**src/rtl/i2c_target.sv**
```systemverilog
// I2C target responder: START/STOP detection, 7-bit address match,
// write bytes streamed out, read bytes fetched on request. Open-drain SDA.
module i2c_target #(
    parameter logic [6:0] TARGET_ADDR = 7'h3C,
    parameter int         SYNC_STAGES = 2
) (
    input  logic       clk,
    input  logic       rst,
    input  logic       scl_in,
    input  logic       sda_in,
    output logic       sda_oe,
    output logic [7:0] wr_data,
    output logic       wr_valid,
    output logic       rd_req,
    input  logic [7:0] rd_data,
    output logic       busy
);

    localparam logic [2:0] ST_IDLE     = 3'd0;
    localparam logic [2:0] ST_ADDR     = 3'd1;
    localparam logic [2:0] ST_ADDR_ACK = 3'd2;
    localparam logic [2:0] ST_WR_BYTE  = 3'd3;
    localparam logic [2:0] ST_WR_ACK   = 3'd4;
    localparam logic [2:0] ST_RD_BYTE  = 3'd5;
    localparam logic [2:0] ST_RD_ACK   = 3'd6;
    localparam logic [2:0] ST_IGNORE   = 3'd7;

    logic [SYNC_STAGES-1:0] r_scl_sync;
    logic [SYNC_STAGES-1:0] r_sda_sync;
    logic                   r_scl_hist;
    logic                   r_sda_hist;

    logic [2:0] r_state;
    logic [2:0] r_cnt;
    logic [7:0] r_shift;
    logic       r_rw;
    // Second phase of a byte: ACK driven / byte done / master ACK seen
    logic       r_flag;

    logic       w_scl;
    logic       w_sda;
    logic       w_scl_rise;
    logic       w_scl_fall;
    logic       w_start;
    logic       w_stop;
    logic [7:0] w_shift_in;
    logic       w_addr_hit;

    assign w_scl      = r_scl_sync[SYNC_STAGES-1];
    assign w_sda      = r_sda_sync[SYNC_STAGES-1];
    assign w_scl_rise = w_scl & ~r_scl_hist;
    assign w_scl_fall = ~w_scl & r_scl_hist;
    assign w_start    = w_scl & r_sda_hist & ~w_sda;
    assign w_stop     = w_scl & ~r_sda_hist & w_sda;
    assign w_shift_in = {r_shift[6:0], w_sda};
    assign w_addr_hit = (w_shift_in[7:1] == TARGET_ADDR);

    // Idle bus is high, so the synchronizers reset to 1 to avoid fake edges
    always_ff @(posedge clk or negedge rst) begin
        if (!rst) begin
            r_scl_sync <= '1;
            r_sda_sync <= '1;
            r_scl_hist <= 1'b1;
            r_sda_hist <= 1'b1;
        end else begin
            r_scl_sync <= {r_scl_sync[SYNC_STAGES-2:0], scl_in};
            r_sda_sync <= {r_sda_sync[SYNC_STAGES-2:0], sda_in};
            r_scl_hist <= w_scl;
            r_sda_hist <= w_sda;
        end
    end

    always_ff @(posedge clk or negedge rst) begin
        if (!rst) begin
            r_state  <= ST_IDLE;
            r_cnt    <= 3'd0;
            r_shift  <= 8'h00;
            r_rw     <= 1'b0;
            r_flag   <= 1'b0;
            sda_oe   <= 1'b0;
            wr_data  <= 8'h00;
            wr_valid <= 1'b0;
            rd_req   <= 1'b0;
            busy     <= 1'b0;
        end else begin
            wr_valid <= 1'b0;
            rd_req   <= 1'b0;
            if (rd_req) begin
                r_shift <= rd_data;
            end
            if (w_start) begin
                r_state <= ST_ADDR;
                r_cnt   <= 3'd0;
                r_flag  <= 1'b0;
                sda_oe  <= 1'b0;
                busy    <= 1'b1;
            end else if (w_stop) begin
                r_state <= ST_IDLE;
                r_cnt   <= 3'd0;
                r_flag  <= 1'b0;
                sda_oe  <= 1'b0;
                busy    <= 1'b0;
            end else begin
                case (r_state)
                    ST_ADDR: begin
                        if (w_scl_rise) begin
                            r_shift <= w_shift_in;
                            r_cnt   <= r_cnt + 3'd1;
                            if (r_cnt == 3'd7) begin
                                r_rw    <= w_sda;
                                r_flag  <= 1'b0;
                                r_state <= w_addr_hit ? ST_ADDR_ACK
                                                      : ST_IGNORE;
                            end
                        end
                    end
                    ST_ADDR_ACK: begin
                        if (w_scl_fall && !r_flag) begin
                            sda_oe <= 1'b1;
                            r_flag <= 1'b1;
                        end else if (w_scl_fall) begin
                            r_flag <= 1'b0;
                            r_cnt  <= 3'd0;
                            if (r_rw) begin
                                sda_oe  <= ~r_shift[7];
                                r_state <= ST_RD_BYTE;
                            end else begin
                                sda_oe  <= 1'b0;
                                r_state <= ST_WR_BYTE;
                            end
                        end else if (w_scl_rise && r_flag && r_rw) begin
                            rd_req <= 1'b1;
                        end
                    end
                    ST_WR_BYTE: begin
                        if (w_scl_rise && !r_flag) begin
                            r_shift <= w_shift_in;
                            r_cnt   <= r_cnt + 3'd1;
                            if (r_cnt == 3'd7) begin
                                wr_data  <= w_shift_in;
                                wr_valid <= 1'b1;
                                r_flag   <= 1'b1;
                            end
                        end else if (w_scl_fall && r_flag) begin
                            sda_oe  <= 1'b1;
                            r_flag  <= 1'b0;
                            r_state <= ST_WR_ACK;
                        end
                    end
                    ST_WR_ACK: begin
                        if (w_scl_fall) begin
                            sda_oe  <= 1'b0;
                            r_cnt   <= 3'd0;
                            r_state <= ST_WR_BYTE;
                        end
                    end
                    ST_RD_BYTE: begin
                        if (w_scl_fall) begin
                            if (r_cnt == 3'd7) begin
                                sda_oe  <= 1'b0;
                                r_cnt   <= 3'd0;
                                r_flag  <= 1'b0;
                                r_state <= ST_RD_ACK;
                            end else begin
                                sda_oe  <= ~r_shift[6];
                                r_shift <= {r_shift[6:0], 1'b0};
                                r_cnt   <= r_cnt + 3'd1;
                            end
                        end
                    end
                    ST_RD_ACK: begin
                        if (w_scl_rise && !r_flag) begin
                            if (w_sda) begin
                                sda_oe  <= 1'b0;
                                r_state <= ST_IGNORE;
                            end else begin
                                rd_req <= 1'b1;
                                r_flag <= 1'b1;
                            end
                        end else if (w_scl_fall && r_flag) begin
                            sda_oe  <= ~r_shift[7];
                            r_flag  <= 1'b0;
                            r_cnt   <= 3'd0;
                            r_state <= ST_RD_BYTE;
                        end
                    end
                    ST_IGNORE: begin
                        sda_oe <= 1'b0;
                    end
                    default: begin
                        sda_oe <= 1'b0;
                    end
                endcase
            end
        end
    end

endmodule

```
**config.mk**
```make
export PLATFORM = sky130hd
export DESIGN_NAME = i2c_target
export DESIGN_NICKNAME = d
export VERILOG_FILES = /design/src/rtl/i2c_target.sv
export SDC_FILE = /design/constraint.sdc
export NUM_CORES = 1
export LEC_CHECK = 0
export BUFFER_PORTS_ARGS = -buffer_cell sky130_fd_sc_hd__buf_2
export CORE_AREA = 2 2 61 63
export DETAILED_ROUTE_END_ITERATION = 16
export DIE_AREA = 0 0 63 65
export HOLD_SLACK_MARGIN = 0.03
export PLACE_DENSITY = 0.8
export RECOVER_POWER = 100
export SYNTH_ARGS = -nofsm -noshare
export SYNTH_HDL_FRONTEND = slang
export SYNTH_SLANG_ARGS = --single-unit
```
**constraint.sdc**
```tcl
create_clock -name clk -period 2.9 [get_ports clk]
set_clock_uncertainty 0.15 [all_clocks]
set_input_delay 0.29 -clock clk [delete_from_list [all_inputs] [get_ports clk]]
set_output_delay 0.29 -clock clk [all_outputs]
set_load 0.03 [all_outputs]
```
# Word-level counts from Yosys, hierarchy flattened
# Cells that the tools add are included.
# classes
n_mul	0
add_sub_neg	1
n_bitwise	14
n_div	0
shifts	0
reduce_logical	15
eq_ne	26
muxes	77
order_cmp	0
# ops
cell	n
$mux 3	26
$mux 8	7
$ne 4x4->1 const B	12
$mux 1	38
$pmux 3 s6	2
$ne 5x5->1 const B	5
$pmux 8 s3	1
$eq 3x3->1 const B	4
$reduce_and 12->1	1
$reduce_and 5->1	2
$not 1->1	8
$reduce_and 8->1	1
$reduce_bool 8->1	1
$eq 7x6->1 const B	1
$reduce_and 7->1	1
$reduce_bool 7->1	1
$and 1x1->1	6
$eq 3x2->1 const B	2
$pmux 1 s6	1
$reduce_and 6->1	1
$logic_and 1x1->1	5
$pmux 1 s5	1
$add 3x1->3 const B	1
$eq 3x1->1 const B	1
other kinds (4)	4
# totals
ramBits	0
ff_bits	34
n_memories	0
mem_bits_ro	0
latch_bits	0

# Longest topological paths before layout
# Gate-level depths: netlist of the first run.
# depth
word_depth	10
ltp_mapped	7

# Worst setup path after synthesis of the first run
# OpenSTA, ideal clock, no wires.
# synth_path
path_type	register to register
startpoint	reg r_scl_sync[1]
endpoint	reg wr_data[0]
path_buffers	1
path_stages_with_launch	6
t_required_ns	2.625
path_slack_ns	0.921
arrival_time_ns	1.705
cell_sequence	dfstp_2 -> buf_2 -> nor3b_2 -> nand4_1 -> nor2_2 -> mux2_2
# synth_via
elab_chain_len	4
elab_cells_between_ends	9
# synth_rtl
element	line_no	source
start: declaration	28	logic [SYNC_STAGES-1:0] r_scl_sync;
start signal: assignment	66	r_scl_sync <= {r_scl_sync[SYNC_STAGES-2:0], scl_in};
$and 1x1->1, on equally long branches (2 in a row)	54, 53	
$not 1->1 (no source line)	--	
$reduce_and 5->1 (no source line) *	--	
end signal: assignment	140	wr_data <= w_shift_in;
end: declaration	12	output logic [7:0] wr_data,
# Every way passes the cells marked *; elsewhere a longest branch is shown, timed or not.
# A chain may end at the register's enable or synchronous reset.

# Worst setup path in the final report of the first run
# layout_path
startpoint	reg r_scl_sync[1]
endpoint	reg wr_data[3]
# The elaborated chain is that of the path after synthesis.

==> results.yml, run 1 <==
synth:
  yosysUniqueCellTypes: 61
  synth_fp_nets: 217
  synth_top_family_by_area: "compound AO/OA/AOI/OAI gates"
  synth-edff-count: 0
  synth_top_cell_by_area: "dfrtp_1"
  syn_area_per_cell_sq_um: 9.96
  synth_top_area_share_pct: 34.8
  synthArstFlopShare_pct: 100
  netlist_instances: 202
  synthTopCellsByArea: "dfrtp_1, dfstp_2, mux2_2"
  synthFlopType: "dfrtp_1"
  synthMuxAreaShare_pct: 10.6
  synth_compound_gate_area_share_pct: 19.8
  synth-simple-area-share_pct: 17.8
  synth_fa_ha_area_share_pct: 2.36
  ys_ff_latch: 34
  synth-warning-count: 0
  syn_area_sq_um: 2010
  synthXorXnorAreaFrac_pct: 1.24
  yosysSeqAreaShare_pct: 42.7
sta:
  finalWorstSetupSlack_ps: 356
  whs_ps: 93.6
  report.final.slew_viol_count: 35
  tns_ps: 0
  hold_viol_final: 0
  max_slew_margin_pct: -15.4
  grt_setup_unrepaired: "false"
  min_period_over_period_pct: 87.7
  setup_viol_count_final: 0
  fin_crit_ps: 2540
  max_freq_ghz: 0.393
  tightest_slew_ps: 1730
worst_setup_path:
  crit_path_end_kind: "flop"
  critical_path_arrival_ps: 2620
  critPathSlowestCell: "dfstp_1"
  required_ps: 2980
  max_stage_delay_ps: 880
  worstSetupPathType: "reg2reg"
  startpoint_type: "flop"
  worstPathMaxFanout: 19
  crit_chain: "nor3b_2 -> nand4_1 -> nor2_2 -> mux2_2"
grt:
  antenna_found_initial: 0
  grt_pass1_wl_um: 6950
  grt_pass1_vias: 1468
  grt_max_degree: 35
  grt_remaining_overflow: 0
  grt.total_usage_pct: 22.0
floorplanning:
  boundaryPins: 24
  rows: 22
  core-area_sq_um: 3500
  die_w_um: 63
  die_h_um: 65
  dieArea_sq_um: 4100
  start_util_pct: 57.6
final_layout:
  n_antenna_cell: 0
  drive_gt1_share_pct: 18.1
  area_delta_synth_final_pct: 8.08
  mostFrequentLayoutCells: "dfrtp_1, nor2_1, a21oi_1"
  nets: 235
  n_fill_cell: 301
  design_area_sq_um: 2170
  layout.cells.most_common: "dfrtp_1"
placement:
  hpwl_um: 2830
  io_buffers: 23
  place.gp.congestion: 0.911
  preCtsSetupSlack_ps: 583
  dpl_cell_area_sq_um: 2100
outcome:
  status: "finished with violations"
  violations: "max-capacitance violations, max-slew violations"
cts:
  clk_latency_ps: 350
  cts_hold_buf: 3
  htree_levels: 2
  cts-buffers-inserted: 5
  root_buffer: "clkbuf_4"
  tritoncts: "built"
  clock-sinks: 34
  cts_resized: 0
  clk_pin_slew_ps: 120
  clockBufferDepth: 2
  cts_setup_buffers: 0
route:
  drc: 0
  drt-wirelength-per-cell_um: 15.2
  firstDrtPassIters: 4
  wirelength_um: 4090
  num_vias: 1553
  viasPerCell: 5.77
  drtIter0Drc: 69
  ant_nets: 0
pwr:
  vdd_drop_max_mv: 0.397
  power.density_nw_per_um2: 801
  total_power_mw: 1.74
  leakagePower_nw: 0.893
worst_hold_path:
  worst_hold_path_type: "in2reg"
flow_run:
  drv_cap: 1
## through the flow
step	util (%)	instances
after floorplan	-	202
after detailed placement	60.1	258
after global routing	62.2	269
after CTS	62.8	269
after global placement	60.1	258
final	62.2	269
## synthesized netlist by cell type, types with 2 or more instances
master / n
ha_1: 3
a21oi_1: 15
mux2_2: 10
nand2_1: 8
a31oi_1: 3
o21ai_0: 9
o22ai_1: 2
o211ai_1: 2
a221oi_1: 2
a2bb2oi_1: 2
buf_4: 3
nand4_1: 2
and4_1: 2
nor2_1: 20
o32ai_1: 2
dfstp_2: 6
mux2i_1: 10
dfrtp_1: 28
nor3_1: 6
nor2b_1: 5
buf_2: 9
inv_1: 4
and2b_1: 2
o2bb2ai_1: 2
or2b_1: 2
a32oi_1: 2
and2_1: 3
nand2b_1: 5
## routing by layer
metal	wire [um]	track usage, %	vias to the layer above
li1	-	-	774
met1	1910	30.8	716
met2	1870	32.8	55
met3	237	5.90	8
met4	71	8.06	0
met5	0	0	-
## worst max-delay path: cells and delay by family, from the launching register on
kind | cells | cell delay [ps]
flip-flops | 1 | 880
AND/OR/NAND/NOR | 3 | 1000
multiplexers | 1 | 390
## power by group
group          total [mW]  leakage [nW]  switching, mW  internal [mW]
sequential          0.794         0.413          0.209          0.586
combinational       0.666         0.446          0.349          0.317
clock               0.282        0.0343          0.166          0.116
## state kept, by name (all words and copies together) (netlist names)
name and count:
r_state 3, r_flag 1, r_scl_sync 2, wr_valid 1, wr_data 8, rd_req 1
sda_oe 1, r_cnt 3, r_shift 8, r_sda_sync 2, r_scl_hist 1, r_sda_hist 1
busy 1, r_rw 1
## worst paths after layout
| check | from | to | slack [ps] | cells past startpoint |
|---|---|---|---|---|
| min in group asynchronous | rst | r_cnt[2]$_DFFE_PN0P_ | 760 | 2 |
| max reg2reg | r_scl_sync[1]$_DFF_PN1_ | wr_data[3]$_DFFE_PN0P_ | 360 | 4 |
| min | rd_data[7] | r_shift[7]$_DFF_PN0_ | 90 | 3 |
| min reg2reg | r_scl_sync[0]$_DFF_PN1_ | r_scl_sync[1]$_DFF_PN1_ | 200 | 0 |
| max | r_scl_sync[1]$_DFF_PN1_ | wr_data[3]$_DFFE_PN0P_ | 360 | 4 |
| max in group asynchronous | rst | wr_data[3]$_DFFE_PN0P_ | 810 | 2 |
## cells by family (layout without fill, tap and decap cells)
kind of cell / Yosys count / in the layout
fa+ha+maj: 4 / 4
buf+inv: 21 / 40
xor+xnor: 2 / 2
compound gates: 56 / 56
mux: 20 / 20
flops: 34 / 34
simple gates: 65 / 65
## area by class of cell
| cell class | count | area (sq um) | share of cell area, % |
|---|---|---|---|
| Clock inverter | 2 | 12.5 | 0.575 |
| Multi-Input combinational cell | 147 | 1040 | 47.8 |
| Clock buffer | 6 | 51.3 | 2.36 |
| Sequential cell | 34 | 858 | 39.5 |
| Tap cell | 48 | 60.1 | 2.76 |
| Timing Repair Buffer | 26 | 129 | 5.93 |
| Inverter | 6 | 25.0 | 1.15 |
(Power assumes the default switching activity.)
==> run 2: changes to the inputs <==
--- a/config.mk
+++ b/config.mk
@@ -6,11 +6,13 @@
 export NUM_CORES = 1
 export LEC_CHECK = 0
 export BUFFER_PORTS_ARGS = -buffer_cell sky130_fd_sc_hd__buf_2
-export CORE_AREA = 2 2 61 63
+export CELL_PAD_IN_SITES_DETAIL_PLACEMENT = 0
+export CELL_PAD_IN_SITES_GLOBAL_PLACEMENT = 1
+export CORE_AREA = 2 2 68 70
 export DETAILED_ROUTE_END_ITERATION = 16
-export DIE_AREA = 0 0 63 65
+export DIE_AREA = 0 0 70 72
 export HOLD_SLACK_MARGIN = 0.03
-export PLACE_DENSITY = 0.8
+export PLACE_DENSITY_LB_ADDON = 0.1
 export RECOVER_POWER = 100
 export SYNTH_ARGS = -nofsm -noshare
 export SYNTH_HDL_FRONTEND = slang
==> run 2 against run 1 <==
Effect of this change:
- design area is 1.9% higher
- wire length grew 11%
- combinational power is 4.7% higher
- clock power is 25% higher
- sequential power is essentially flat
- the flow still finishes with violations (max-capacitance violations, max-slew violations)
- cell count up 2.2%
- worst setup slack better by 58 ps
- worst hold slack better by 75 ps
- total power rose by 5.7%
- register-to-register slack better by 60 ps
- via count rose by 2.8%
- clock-buffer cell count up 2
==> results.yml, run 2 (synthesized netlist as in run 1, its figures left out) <==
outcome:
  status: "finished with violations"
  violations: "max-capacitance violations, max-slew violations"
floorplanning:
  start_util_pct: 47.2
  rows: 24
  die_h_um: 72
  boundaryPins: 24
  core-area_sq_um: 4260
  die_w_um: 70
  dieArea_sq_um: 5040
sta:
  whs_ps: 168
  fin_crit_ps: 2490
  report.final.slew_viol_count: 35
  setup_viol_count_final: 0
  hold_viol_final: 0
  max_slew_margin_pct: -23.1
  tightest_slew_ps: 1850
  min_period_over_period_pct: 85.7
  grt_setup_unrepaired: "false"
  tns_ps: 0
  max_freq_ghz: 0.402
placement:
  io_buffers: 23
  dp_cells: 264
  dpl_cell_area_sq_um: 2120
  hpwl_um: 3230
  place.gp.congestion: 0.931
worst_setup_path:
  r2r_start: "r_scl_sync[1]$_DFF_PN1_"
  critPathSlowestCell: "dfstp_1"
  startpoint_type: "flop"
  critical_path_arrival_ps: 2500
  crit_path_end_kind: "flop"
  crit_chain: "nor3b_2 -> nand4_1 -> nor2_2 -> mux2_2"
  rrSetupSlack_ps: 410
  cp_top_family: "simple AND/OR/NAND/NOR gates"
  required_ps: 2910
  crit_start: "r_scl_sync[1]$_DFF_PN1_"
  cp.buffers_inverters: 0
  max_stage_delay_ps: 830
  reg2reg_depth: 4
  worstPathMaxFanout: 19
  cp.depth: 4
  critical_path.reg2reg.endpoint: "wr_data[0]$_DFFE_PN0P_"
  worstSetupPathType: "reg2reg"
  crit_end: "wr_data[0]$_DFFE_PN0P_"
final_layout:
  fin_cells: 275
  design_area_sq_um: 2220
  mostFrequentLayoutCells: "dfrtp_1, nor2_1, a21oi_1, clkbuf_1"
  drive_gt1_share_pct: 17.5
  area_delta_synth_final_pct: 10.1
  nets: 237
  layout.cells.most_common: "dfrtp_1"
  largestRegisters: "r_shift x8, wr_data x8"
  n_antenna_cell: 0
cts:
  htree_levels: 2
  clk_pin_slew_ps: 70
  cts_setup_buffers: 0
  clk_latency_ps: 280
  clock-sinks: 34
  cts-buffers-inserted: 5
  cts_resized: 0
  root_buffer: "clkbuf_8"
  clockBufferDepth: 2
  tritoncts: "built"
route:
  drt-wirelength-per-cell_um: 16.5
  viasPerCell: 5.81
  drtIter0Drc: 216
  drc: 0
  ant_nets: 0
  wirelength_um: 4540
  num_vias: 1597
  firstDrtPassIters: 4
grt:
  antenna_found_initial: 0
  grt_pass1_wl_um: 7750
  grt.total_usage_pct: 19.6
  grt_pass1_vias: 1546
  grt_max_degree: 35
  grt_remaining_overflow: 0
flow_run:
  drv_cap: 1
worst_hold_path:
  worst_hold_path_type: "in2reg"
  min_path_cells: 3
pwr:
  power_frac_seq_pct: 43.0
  power_frac_clock_pct: 19.1
  vdd_drop_max_mv: 0.413
  switching_share_pct: 39.8
  total_power_mw: 1.84
  power.internal_mw: 1.11
  comb_power_share_pct: 37.8
  leakagePower_nw: 0.912
  power.density_nw_per_um2: 831
  power.switching_mw: 0.734
## run 2: tightest hold or removal path, cell delays in order
cell,delay [ps]
buf_2,80
mux2i_1,60
a21oi_1,130
## run 2: worst min path at each step
stage	startpoint	to	slack [ps]
after CTS	rd_data[1]	r_shift[1]$_DFF_PN0_	160
after floorplan	rst	busy$_DFFE_PN0N_	-160
after detailed placement	r_scl_sync[0]$_DFF_PN1_	r_scl_sync[1]$_DFF_PN1_	200
after global routing	rd_data[7]	r_shift[7]$_DFF_PN0_	180
final	rd_data[7]	r_shift[7]$_DFF_PN0_	170
after global placement	r_scl_sync[0]$_DFF_PN1_	r_scl_sync[1]$_DFF_PN1_	200
## run 2: final cells by class
| class | count | area (sq um) |
|---|---|---|
| clock buffers | 8 | 90.1 |
| flip-flops and latches | 34 | 858 |
| fillers | 416 | 2050 |
| repair buffers | 28 | 144 |
| multi-input cells | 147 | 1030 |
| inverters | 6 | 25.0 |
| well taps | 52 | 65.1 |
## run 2: metrics by stage
step | setup WS, ps | util [%]
finish | 414 | 52.0
CTS | 562 | 52.6
detailed placement | 576 | 49.7
global route | 240 | 52.0
global placement | 546 | 49.7
floorplan | 921 | -
## run 2: power by group through the flow
stage	Sequential (mW)	Combinational [mW]	Clock, mW
global placement	0.790	0.700	0
global route	0.819	0.776	0.389
CTS	0.787	0.716	0.366
finish	0.792	0.697	0.352
detailed placement	0.794	0.708	0
floorplan	0.686	0.648	0
## run 2: layer usage
| metal | up-vias | routed length (um) | global-route usage [%] |
|---|---|---|---|
| met1 | 763 | 2020 | 25.4 |
| met5 | - | 0 | 0 |
| met3 | 4 | 245 | 4.58 |
| li1 | 775 | - | - |
| met4 | 0 | 42 | 6.20 |
| met2 | 55 | 2240 | 32.7 |
## run 2: timing repair
item,in CTS,in global routing
hold buffers,3,0
hold endpoints to repair,30,0
endpoints found under the setup margin,0,0
==> run 3: changes to the inputs <==
--- a/config.mk
+++ b/config.mk
@@ -12,6 +12,7 @@
 export DETAILED_ROUTE_END_ITERATION = 16
 export DIE_AREA = 0 0 70 72
 export HOLD_SLACK_MARGIN = 0.03
+export MAX_ROUTING_LAYER = met4
 export PLACE_DENSITY_LB_ADDON = 0.1
 export RECOVER_POWER = 100
 export SYNTH_ARGS = -nofsm -noshare
==> run 3 against run 2 <==
Effect of this change:
- the flow still finishes with violations (max-capacitance violations, max-slew violations)
- largest power group unchanged
- maximum frequency is 1.4% lower
- worst setup slack worse by 35 ps
- non-clock buffer count stayed put
- critical path type unchanged
- first-iteration DRC count is 13% higher
- sequential power shrank 0.5%
- total power rose by 1.1%
- critical path depth is 2 higher
- worst hold slack worse by 21 ps
- die area is the same
==> results.yml, run 3 (synthesized netlist as in run 1, its figures left out) <==
placement:
  dpl_cell_area_sq_um: 2120
  place.gp.congestion: 0.961
  hpwl_um: 3210
  io_buffers: 23
worst_setup_path:
  critical_path.reg2reg.endpoint: "r_shift[0]$_DFF_PN0_"
  cp.depth: 6
  max_stage_delay_ps: 730
  critical_path_arrival_ps: 2580
  cp_top_family: "flip-flops"
  worstSetupPathType: "reg2reg"
  crit_path_end_kind: "flop"
  required_ps: 2960
  crit_chain: "xor2_1 -> nand2_1 -> o211ai_1 -> clkbuf_2 -> a31oi_1 -> o21ai_0"
  r2r_start: "r_sda_sync[1]$_DFF_PN1_"
  worstPathMaxFanout: 15
  reg2reg_depth: 6
  cp.buffers_inverters: 1
  rrSetupSlack_ps: 380
  critPathSlowestCell: "dfstp_1"
  startpoint_type: "flop"
sta:
  hold_viol_final: 0
  min_period_over_period_pct: 86.9
  report.final.slew_viol_count: 35
  grt_setup_unrepaired: "false"
  max_freq_ghz: 0.397
  max_slew_margin_pct: -20.6
  tightest_slew_ps: 1810
  fin_crit_ps: 2520
  tns_ps: 0
  setup_viol_count_final: 0
floorplanning:
  die_w_um: 70
  die_h_um: 72
  boundaryPins: 24
  rows: 24
  dieArea_sq_um: 5040
  core-area_sq_um: 4260
  start_util_pct: 47.2
final_layout:
  layout.cells.most_common: "dfrtp_1"
  mostFrequentLayoutCells: "dfrtp_1, nor2_1, a21oi_1"
  design_area_sq_um: 2210
  largestRegisters: "r_shift x8, wr_data x8"
  ff_latch_area_sq_um: 858
  drive_gt1_share_pct: 18.8
  area_delta_synth_final_pct: 9.89
  n_fill_cell: 432
  n_antenna_cell: 0
  nets: 237
  multi_input_area_sq_um: 1030
grt:
  grt_pass1_wl_um: 7980
  grt_max_degree: 35
  antenna_found_initial: 0
  grt_pass1_vias: 1614
  grt_remaining_overflow: 0
  grt.total_usage_pct: 20.8
pwr:
  switching_share_pct: 40.8
  power_frac_clock_pct: 20.1
  leakagePower_nw: 0.910
  power.switching_mw: 0.759
  vdd_drop_max_mv: 0.398
  power_frac_seq_pct: 42.3
  power.density_nw_per_um2: 842
  comb_power_share_pct: 37.6
  total_power_mw: 1.86
  power.internal_mw: 1.10
worst_hold_path:
  min_to: "r_shift[7]$_DFF_PN0_"
  min-delay-start: "rd_data[7]"
  worst_hold_path_type: "in2reg"
  min_path_cells: 3
route:
  viasPerCell: 5.99
  drc: 0
  num_vias: 1647
  ant_nets: 0
  drt-wirelength-per-cell_um: 16.8
  drtIter0Drc: 244
  firstDrtPassIters: 5
  wirelength_um: 4630
cts:
  clockBufferDepth: 2
  clk_pin_slew_ps: 70
  clk_latency_ps: 290
  cts_setup_buffers: 0
  htree_levels: 2
  cts_hold_buf: 3
  root_buffer: "clkbuf_8"
  cts-buffers-inserted: 5
  tritoncts: "built"
  clock-sinks: 34
  cts_resized: 0
outcome:
  violations: "max-capacitance violations, max-slew violations"
  status: "finished with violations"
flow_run:
  drv_cap: 1
[run 3: layer usage]
layer	part of all wire (%)	up-vias	wire, um	track usage, %
met5	0	-	0	-
met4	2.5	0	117	7.26
met3	4.3	12	200	4.17
met2	48	65	2230	32.1
met1	45	793	2080	27.7
li1	-	777	-	-
[run 3: area by class of cell]
type / count / area share, %
Clock buffer: 6 / 3.74
Clock inverter: 2 / 0.566
Inverter: 6 / 1.13
Multi-Input combinational cell: 147 / 46.4
Sequential cell: 34 / 38.8
Tap cell: 52 / 2.94
Timing Repair Buffer: 28 / 6.40
[run 3: worst max-delay path by stage]
| stage | start | to | slack [ps] |
|---|---|---|---|
| 2_1_floorplan | r_scl_sync[1]$_DFF_PN1_ | wr_data[0]$_DFFE_PN0P_ | 920 |
| 3_3_place_gp | r_scl_sync[1]$_DFF_PN1_ | wr_data[5]$_DFFE_PN0P_ | 530 |
| 3_5_place_dp | r_scl_sync[1]$_DFF_PN1_ | wr_data[2]$_DFFE_PN0P_ | 480 |
| 4_1_cts | r_scl_sync[1]$_DFF_PN1_ | wr_data[3]$_DFFE_PN0P_ | 460 |
| 5_1_grt | r_sda_sync[1]$_DFF_PN1_ | r_shift[0]$_DFF_PN0_ | 180 |
| 6_report | r_sda_sync[1]$_DFF_PN1_ | r_shift[0]$_DFF_PN0_ | 380 |
[run 3: power by group through the flow]
stage | logic [mW] | clock network (mW) | registers [mW]
global route | 0.780 | 0.401 | 0.818
finish | 0.700 | 0.375 | 0.788
CTS | 0.714 | 0.389 | 0.784
global placement | 0.696 | 0 | 0.791
detailed placement | 0.706 | 0 | 0.793
floorplan | 0.648 | 0 | 0.686
[run 3: tightest hold or removal path, cell delays in order]
cell	delay, ps
buf_2	80
mux2i_1	50
a21oi_1	130
[run 3: metrics by stage]
step                util (%)  setup slack, ps  cells  hold WS [ps]
finish                  51.8              379    275           147
global route            51.8              176    275           169
CTS                     52.7              463    275           140
detailed placement      49.7              476    264           197
global placement        49.7              530    264           196
floorplan                  -              921    202          -156
